`src/rtl/mdu_iter_divider_pkg.sv`:
```
// Processor-wide constants shared by the ALU, control unit and divider.
// Holds SELECT op codes, the divider state encoding and the default width.
package mdu_iter_divider_pkg;

    localparam int MDU_DATA_WIDTH = 32;

    localparam logic [4:0] SEL_DIV  = 5'b01100;
    localparam logic [4:0] SEL_REM  = 5'b01101;
    localparam logic [4:0] SEL_DIVU = 5'b01110;
    localparam logic [4:0] SEL_REMU = 5'b01111;

    typedef enum logic [1:0] {
        ST_IDLE,
        ST_CALC,
        ST_ADJUST,
        ST_FINISH
    } div_state_t;

    function automatic logic is_div_sel(input logic [4:0] sel);
        return (sel == SEL_DIV) || (sel == SEL_REM) ||
               (sel == SEL_DIVU) || (sel == SEL_REMU);
    endfunction

endpackage

```
`src/rtl/mdu_iter_divider_div_step.sv`:
```
// One restoring-division iteration: shift in a dividend bit, trial subtract.
// The shifted remainder carries an extra MSB so divisors >= 2^(W-1) work.
module div_step #(
    parameter int W = 32
) (
    input  logic [W-1:0] rem,
    input  logic         msb,
    input  logic [W-1:0] divisor,
    output logic [W-1:0] rem_next,
    output logic         q_bit
);

    logic [W:0] trial;

    always_comb begin
        trial    = {rem, msb};
        q_bit    = (trial >= {1'b0, divisor});
        // Difference is below divisor, so the low W bits are exact.
        rem_next = q_bit ? (trial[W-1:0] - divisor) : trial[W-1:0];
    end

endmodule

```
`src/rtl/mdu_iter_divider.sv`:
```
// Iterative radix-2 DIV/DIVU/REM/REMU unit for the EX stage.
// Stalls via BUSY, then pulses DONE with RESULT for the EX/MEM register.
module mdu_iter_divider
    import mdu_iter_divider_pkg::*;
#(
    parameter int DATA_WIDTH = MDU_DATA_WIDTH
) (
    input  logic                  CLK,
    input  logic                  RESET,
    input  logic                  START,
    input  logic                  FLUSH,
    input  logic [4:0]            SELECT,
    input  logic [DATA_WIDTH-1:0] DATA1,
    input  logic [DATA_WIDTH-1:0] DATA2,
    output logic                  BUSY,
    output logic                  DONE,
    output logic [DATA_WIDTH-1:0] RESULT
);

    localparam int CW = $clog2(DATA_WIDTH + 1);

    div_state_t state, state_nxt;

    logic [DATA_WIDTH-1:0] rem_q, dvd_q, dvs_q, result_q;
    logic [CW-1:0]         cnt_q;
    logic                  q_neg_q, r_neg_q, want_rem_q;

    logic                  sel_ok, sel_signed, sel_rem;
    logic                  div_zero, sgn_ovf, special, accept;
    logic [DATA_WIDTH-1:0] abs1, abs2, special_res, adj_res;
    logic [DATA_WIDTH-1:0] step_rem;
    logic                  step_q;

    always_comb begin
        sel_ok     = is_div_sel(SELECT);
        sel_signed = (SELECT == SEL_DIV) || (SELECT == SEL_REM);
        sel_rem    = (SELECT == SEL_REM) || (SELECT == SEL_REMU);
        div_zero   = (DATA2 == '0);
        sgn_ovf    = sel_signed && (DATA1 == {1'b1, {(DATA_WIDTH-1){1'b0}}})
                     && (DATA2 == '1);
        special    = div_zero || sgn_ovf;
        accept     = (state == ST_IDLE) && START && sel_ok && !FLUSH;
        // Negating the most negative value yields 2^(W-1) read as unsigned.
        abs1 = (sel_signed && DATA1[DATA_WIDTH-1]) ? -DATA1 : DATA1;
        abs2 = (sel_signed && DATA2[DATA_WIDTH-1]) ? -DATA2 : DATA2;
        if (div_zero)
            special_res = sel_rem ? DATA1 : '1;
        else
            special_res = sel_rem ? '0 : DATA1;
    end

    always_comb begin
        adj_res = '0;
        if (want_rem_q)
            adj_res = r_neg_q ? -rem_q : rem_q;
        else
            adj_res = q_neg_q ? -dvd_q : dvd_q;
    end

    div_step #(
        .W (DATA_WIDTH)
    ) u_step (
        .rem      (rem_q),
        .msb      (dvd_q[DATA_WIDTH-1]),
        .divisor  (dvs_q),
        .rem_next (step_rem),
        .q_bit    (step_q)
    );

    always_ff @(posedge CLK) begin
        if (RESET)
            state <= ST_IDLE;
        else
            state <= state_nxt;
    end

    always_comb begin
        state_nxt = state;
        BUSY      = 1'b0;
        DONE      = 1'b0;
        unique case (state)
            ST_IDLE: begin
                if (accept)
                    state_nxt = special ? ST_FINISH : ST_CALC;
            end
            ST_CALC: begin
                BUSY = 1'b1;
                if (FLUSH)
                    state_nxt = ST_IDLE;
                else if (cnt_q == CW'(1))
                    state_nxt = ST_ADJUST;
            end
            ST_ADJUST: begin
                BUSY      = 1'b1;
                state_nxt = FLUSH ? ST_IDLE : ST_FINISH;
            end
            ST_FINISH: begin
                DONE      = !FLUSH;
                state_nxt = ST_IDLE;
            end
            default: state_nxt = ST_IDLE;
        endcase
    end

    // Dividend register doubles as the quotient as bits shift in.
    always_ff @(posedge CLK) begin
        if (RESET) begin
            rem_q      <= '0;
            dvd_q      <= '0;
            dvs_q      <= '0;
            result_q   <= '0;
            cnt_q      <= '0;
            q_neg_q    <= 1'b0;
            r_neg_q    <= 1'b0;
            want_rem_q <= 1'b0;
        end else if (accept) begin
            if (special) begin
                result_q <= special_res;
            end else begin
                rem_q      <= '0;
                dvd_q      <= abs1;
                dvs_q      <= abs2;
                cnt_q      <= CW'(DATA_WIDTH);
                q_neg_q    <= sel_signed &&
                              (DATA1[DATA_WIDTH-1] ^ DATA2[DATA_WIDTH-1]);
                r_neg_q    <= sel_signed && DATA1[DATA_WIDTH-1];
                want_rem_q <= sel_rem;
            end
        end else if (state == ST_CALC && !FLUSH) begin
            rem_q <= step_rem;
            dvd_q <= {dvd_q[DATA_WIDTH-2:0], step_q};
            cnt_q <= cnt_q - 1'b1;
        end else if (state == ST_ADJUST && !FLUSH) begin
            result_q <= adj_res;
        end
    end

    assign RESULT = result_q;

endmodule

```
`config.mk`:
```
export PLATFORM = sky130hd
export DESIGN_NAME = mdu_iter_divider
export DESIGN_NICKNAME = d
export VERILOG_FILES = /design/src/rtl/mdu_iter_divider_pkg.sv /design/src/rtl/mdu_iter_divider_div_step.sv /design/src/rtl/mdu_iter_divider.sv
export SDC_FILE = /design/constraint.sdc
export NUM_CORES = 1
export LEC_CHECK = 0
export BUFFER_PORTS_ARGS = -buffer_cell sky130_fd_sc_hd__buf_2
export CORE_MARGIN = 2
export CORE_UTILIZATION = 40
export DETAILED_ROUTE_END_ITERATION = 7
export GPL_ROUTABILITY_DRIVEN = 0
export PLACE_DENSITY = 0.64
export SKIP_LAST_GASP = 1
export SLEW_MARGIN = 20
export SYNTH_ARGS = -nofsm -noshare
export SYNTH_HDL_FRONTEND = slang
export SYNTH_SLANG_ARGS = --single-unit
```
`constraint.sdc`:
```
create_clock -name CLK -period 8.4 [get_ports CLK]
set_clock_uncertainty 0.2 [all_clocks]
set_input_delay 1.26 -clock CLK [delete_from_list [all_inputs] [get_ports CLK]]
set_output_delay 1.26 -clock CLK [all_outputs]
set_load 0.02 [all_outputs]
```
* Word-level counts from Yosys, hierarchy flattened
Cells that the tools add are included.
Operators by class: add/subtract/negate cells 6, $lt $le $gt $ge 1, eq/ne operators 15, multiplexer cells 30, bitwise operators 2, reductions and logical operators 25
Operators by type and width (count):
- 32-bit two-way mux | 19
- 32-bit negator | 4
- 32-bit equality test (second input constant) | 2
- 33-bit by 32-bit greater-or-equal comparator with 1-bit output | 1
- 32-bit logical NOT | 1
- 32-bit subtractor | 1
- 5-bit by 4-bit equality test with 1-bit output (second input constant) | 4
- 6-bit two-way mux | 3
- 1-bit logical AND | 10
- 2-bit two-way mux | 5
- 2-bit inequality test (second input constant) | 4
- 2-bit case mux with 4 select lines | 1
- 6-bit by 1-bit equality test with 1-bit output (second input constant) | 1
- 2-bit AND reduction | 3
- 6-bit by 1-bit subtractor with 6-bit output (second input constant) | 1
- 1-bit logical OR | 5
- 2-bit equality test (second input constant) | 2
- 2-bit nonzero test | 2
- 3-bit inequality test (second input constant) | 1
- 3-bit AND reduction | 1
- 2-bit by 1-bit equality test with 1-bit output (second input constant) | 1
- 2-bit logical NOT | 1
- 1-bit two-way mux | 2
- 2-bit OR reduction | 1
- 3 further kinds | 3
Storage, ports and cells: flip-flop bits (word level) 139, input port bits 73, output and inout port bits 34

* Logic depth before layout (Yosys ltp)
word-level depth 8, gate-level depth with buffers 13, depth with buffers taken out 13

* Modules after synthesis
A second synthesis with hierarchy kept.
Unflattened totals: cells, all modules 1526, area, all modules 11518.5 sq um
By module, submodules not included:
- mdu_iter_divider | instances 1, cells an instance 1172, area an instance 8959.8 sq um, seq. area each 2782.7 sq um
- div_step | instances 1, cells an instance 354, area an instance 2558.7 sq um, seq. area each 0.0 sq um

* Worst setup path after synthesis
OpenSTA, ideal clock, no wires.
kind input-to-reg, from in DATA2[1], to reg result_q[29] (netlist: RESULT[29]), arrival time 3.515 ns, required time 8.072 ns, path slack 4.558 ns, stages 12, buffers on the path 2, cell sequence inv_1 > ha_1 > or3b_2 > nor4_1 > nand4b_1 > o32ai_4 > nand2_2 > and2_4 > buf_4 > buf_2 > a21oi_1 > nor2_1
Between the ends: longest elaborated chain between the ends 5, elaborated cells on any way between the ends 9, classes of those cells 2 x eq/ne; 3 x mux; 4 x reduce/logical
Ends and longest elaborated chain:
- from (decl) | line mdu_iter_divider.sv:14 | input logic [DATA_WIDTH-1:0] DATA2,
- 32-bit equality test | line mdu_iter_divider.sv:40 | && (DATA2 == '1);
- 1-bit logical AND | line mdu_iter_divider.sv:40
- 1-bit logical OR | line mdu_iter_divider.sv:41 | special = div_zero || sgn_ovf;
- 2-bit inequality test (no line)
- 3-bit AND reduction (no line)
- to (signal assigned) | line mdu_iter_divider.sv:118 | result_q <= special_res;
- to (signal assigned) | line mdu_iter_divider.sv:134 | result_q <= adj_res;
- to (decl) | line mdu_iter_divider.sv:24 | logic [DATA_WIDTH-1:0] rem_q, dvd_q, dvs_q, result_q;
Parallel ways exist; a longest one is shown, timed or not. The select of a mux whose other input is x is not followed. A chain may end at the register's enable or synchronous reset.

* Final worst setup path
from in DATA2[1], to reg result_q[1] (netlist: RESULT[1])
The elaborated chain is that of the path after synthesis.

==> flow_metrics.env <==
export IMPL_hpwl_um=24300
export IMPL_cts_htree_levels=4
export IMPL_grt_pass1_wl_um=51800
export IMPL_top_usage_layer="met2"
export IMPL_clk_pin_slew_ps=70
export IMPL_status="completed"
export IMPL_setup_viol=0
export IMPL_cpMostUsedCell="o21ai_0"
export IMPL_route_detailed_drc=0
export IMPL_synth_edf_count=0
export IMPL_required_ps=8490
export IMPL_grtUsageMet3_pct=3.21
export IMPL_p_leak_nw=4.53
export IMPL_async_flop_share_pct=0
export IMPL_avgRoutedWirePerCell_um=18.2
export IMPL_yosys_top_cells_area="dfxtp_1 (26%), xor2_1 (6.5%), nor2_1 (6.1%)"
export IMPL_cts_tree="built"
export IMPL_ys_warn_count=0
export IMPL_path_buf_inv=2
export IMPL_avgSynthCellArea_um2=7.61
export IMPL_grtUsageMet1_pct=30.8
export IMPL_start_util_pct=40.9
export IMPL_io_pins=107
export IMPL_hold_violations=0
export IMPL_finalCritPeriodShare_pct=52.6
export IMPL_root_buffer="clkbuf_16"
export IMPL_first_pass_iters=6
export IMPL_netlist_area_leader_share_pct=26.0
export IMPL_place_ws_ps=3590
export IMPL_yosys_register_bits=139
export IMPL_clock_latency_ps=440
export IMPL_wl_um=32700
export IMPL_syn_instance_count=1408
export IMPL_first_global_vias=9781
export IMPL_worst_slew_pin_slew_ps=1050
export IMPL_cp_start_kind="input port"
export IMPL_antenna_found_initial=0
export IMPL_critical_path_arrival_ps=4510
export IMPL_overflow=0
export IMPL_synth_cell_area_mm2=0.0107
export IMPL_ctsHoldBuffers=0
export IMPL_hp_class="reg2reg"
export IMPL_drive_above_1_share_pct=12.7
export IMPL_crit_chain="buf_2 -> inv_1 -> ha_1 -> or3b_2 -> nor4_1 -> nand4b_1 -> o32ai_4 -> nand2_2 -> nand2_1 -> o21ai_0 -> o21ai_0 -> nor2_1"
export IMPL_rows=59
export IMPL_synth_top_cell_by_area="dfxtp_1"
export IMPL_post_route_worst_setup_slack_ps=3980
export IMPL_slew_viol_final=0
export IMPL_grt_use_total_pct=22.8
export IMPL_period_minus_slack_ps=4420
export IMPL_max_slew_margin_rel_pct=30.0
export IMPL_cts_buffer_depth=2
export IMPL_dieArea_mm2=0.0281
export IMPL_vias=10500
export IMPL_met2_usage_pct=37.4
export IMPL_synth_nets=1526
export IMPL_crit_family="simple AND/OR/NAND/NOR gates"
export IMPL_grt_setup_unrepaired="no"
export IMPL_drtIter0Drc=896
export IMPL_die_w_um=168
export IMPL_cts_made_buffers=17
export IMPL_pwr_density_cell_mw_per_mm2=384
export IMPL_fp_coreArea_mm2=0.0262
export IMPL_max_stage_delay_ps=750
export IMPL_synth_main_ff_cell="dfxtp_1"
export IMPL_crit_type="in2reg"
export IMPL_cts_setup_buffers=0
export IMPL_yosysUniqueCellTypes=86
export IMPL_fill_cells=2633
export IMPL_cts_sinks=139
export IMPL_setup_tns_ps=0
export IMPL_vias_per_cell=5.86
export IMPL_post_cts_resized=0
export IMPL_vdd_drop_max_mv=0.471
export IMPL_drv_cap=0
export IMPL_areaGrowthSynthToFinish_pct=11.8
export IMPL_nNetsFinal=1568
export IMPL_cp_slowest_cell="nand2_1"
export IMPL_antennaDiodeCount=0
export IMPL_ant_nets=0
export IMPL_post_route_util_pct=45.7
export IMPL_path_max_fanout=25
export IMPL_fmax_mhz=226
export IMPL_grt_max_degree=75
export IMPL_end_kind="flop"
export IMPL_synth_yosys_seq_area_share_pct=26.0
export IMPL_die_y_um=168
export IMPL_synth_commonest_cells="nor2_1 (174), dfxtp_1 (139), a21oi_1 (122), nand2_1 (104)"
export IMPL_synth_most_common_cell="nor2_1"
export IMPL_place_port_buffers=106
## cell usage in the layout (no fill, tap or decap), types with 21 or more instances in the layout
cell / instances
nor2_1: 174
buf_2: 105
nor3_1: 29
nand2_1: 104
o21ai_0: 80
nand4_1: 21
xnor2_1: 70
dfxtp_1: 139
a21oi_1: 122
mux2i_1: 26
a21o_1: 21
xor2_1: 80
inv_1: 53
o31ai_1: 28
a211oi_1: 75
ha_1: 44
## state kept, by name, indices dropped and copies added (netlist names)
| name | flops |
|---|---|
| rem_q | 32 |
| r_neg_q | 1 |
| RESULT | 32 |
| dvd_q | 32 |
| state | 2 |
| q_neg_q | 1 |
| cnt_q | 6 |
| dvs_q | 32 |
| want_rem_q | 1 |
## path summary, 6_finish.rpt
path,start,end,slack [ps],depth (start not counted)
setup reg to reg,dvd_q[31],rem_q[30],4160,12
setup / recovery,DATA2[1],RESULT[1],3980,12
hold / removal,RESULT[24],RESULT[24],260,2
hold reg to reg,RESULT[24],RESULT[24],260,2
## metal layers
metal / up-vias / wire length, µm / part of all wire, %
met5: - / 0 / 0
met4: 0 / 803 / 2.5
met3: 41 / 1830 / 5.6
li1: 5198 / - / -
met2: 354 / 14800 / 45
met1: 4950 / 15300 / 47
## final cells by class
type                            instances  area, µm²  share of cell area, %
Multi-Input combinational cell       1125       7380                   61.6
Sequential cell                       139       2780                   23.2
Timing Repair Buffer                  113        586                   4.89
Clock buffer                           19        443                   3.70
Tap cell                              335        419                   3.50
Inverter                               54        203                   1.69
Clock inverter                         13        166                   1.39
## stage by stage
stage	power, mW	area, µm²	std cells	hold WS (ps)
2_1_floorplan	3.15	10700	1408	250
3_3_place_gp	3.75	11400	1766	257
3_5_place_dp	3.77	11400	1766	255
4_1_cts	4.58	12000	1798	268
5_1_grt	4.91	12000	1798	284
6_report	4.60	12000	1798	262
## logic make-up (layout without fill, tap and decap cells)
family | after synthesis | after routing | synth area share, %
AOI/OAI and AO/OA | 444 | 444 | 27.4
xor gates and xnor gates | 150 | 150 | 12.3
DFF | 139 | 139 | 26.0
adders and majority gates | 47 | 47 | 5.51
muxes | 29 | 29 | 2.74
buffers and inverters | 144 | 199 | 5.37
and+or+nand+nor | 455 | 455 | 20.8
## power breakdown
part           leakage, nW  internal (mW)  total [mW]  switching (mW)
sequential            1.12          0.739       0.871           0.132
combinational         3.11           1.27        2.94            1.67
clock                0.302          0.478       0.797           0.319
## tightest hold or removal path, cell delays in order, from the launching register on
cell	delay, ps
dfxtp_1	320
nand2_1	50
a21oi_1	50
Power figures use the tool's default switching activity.
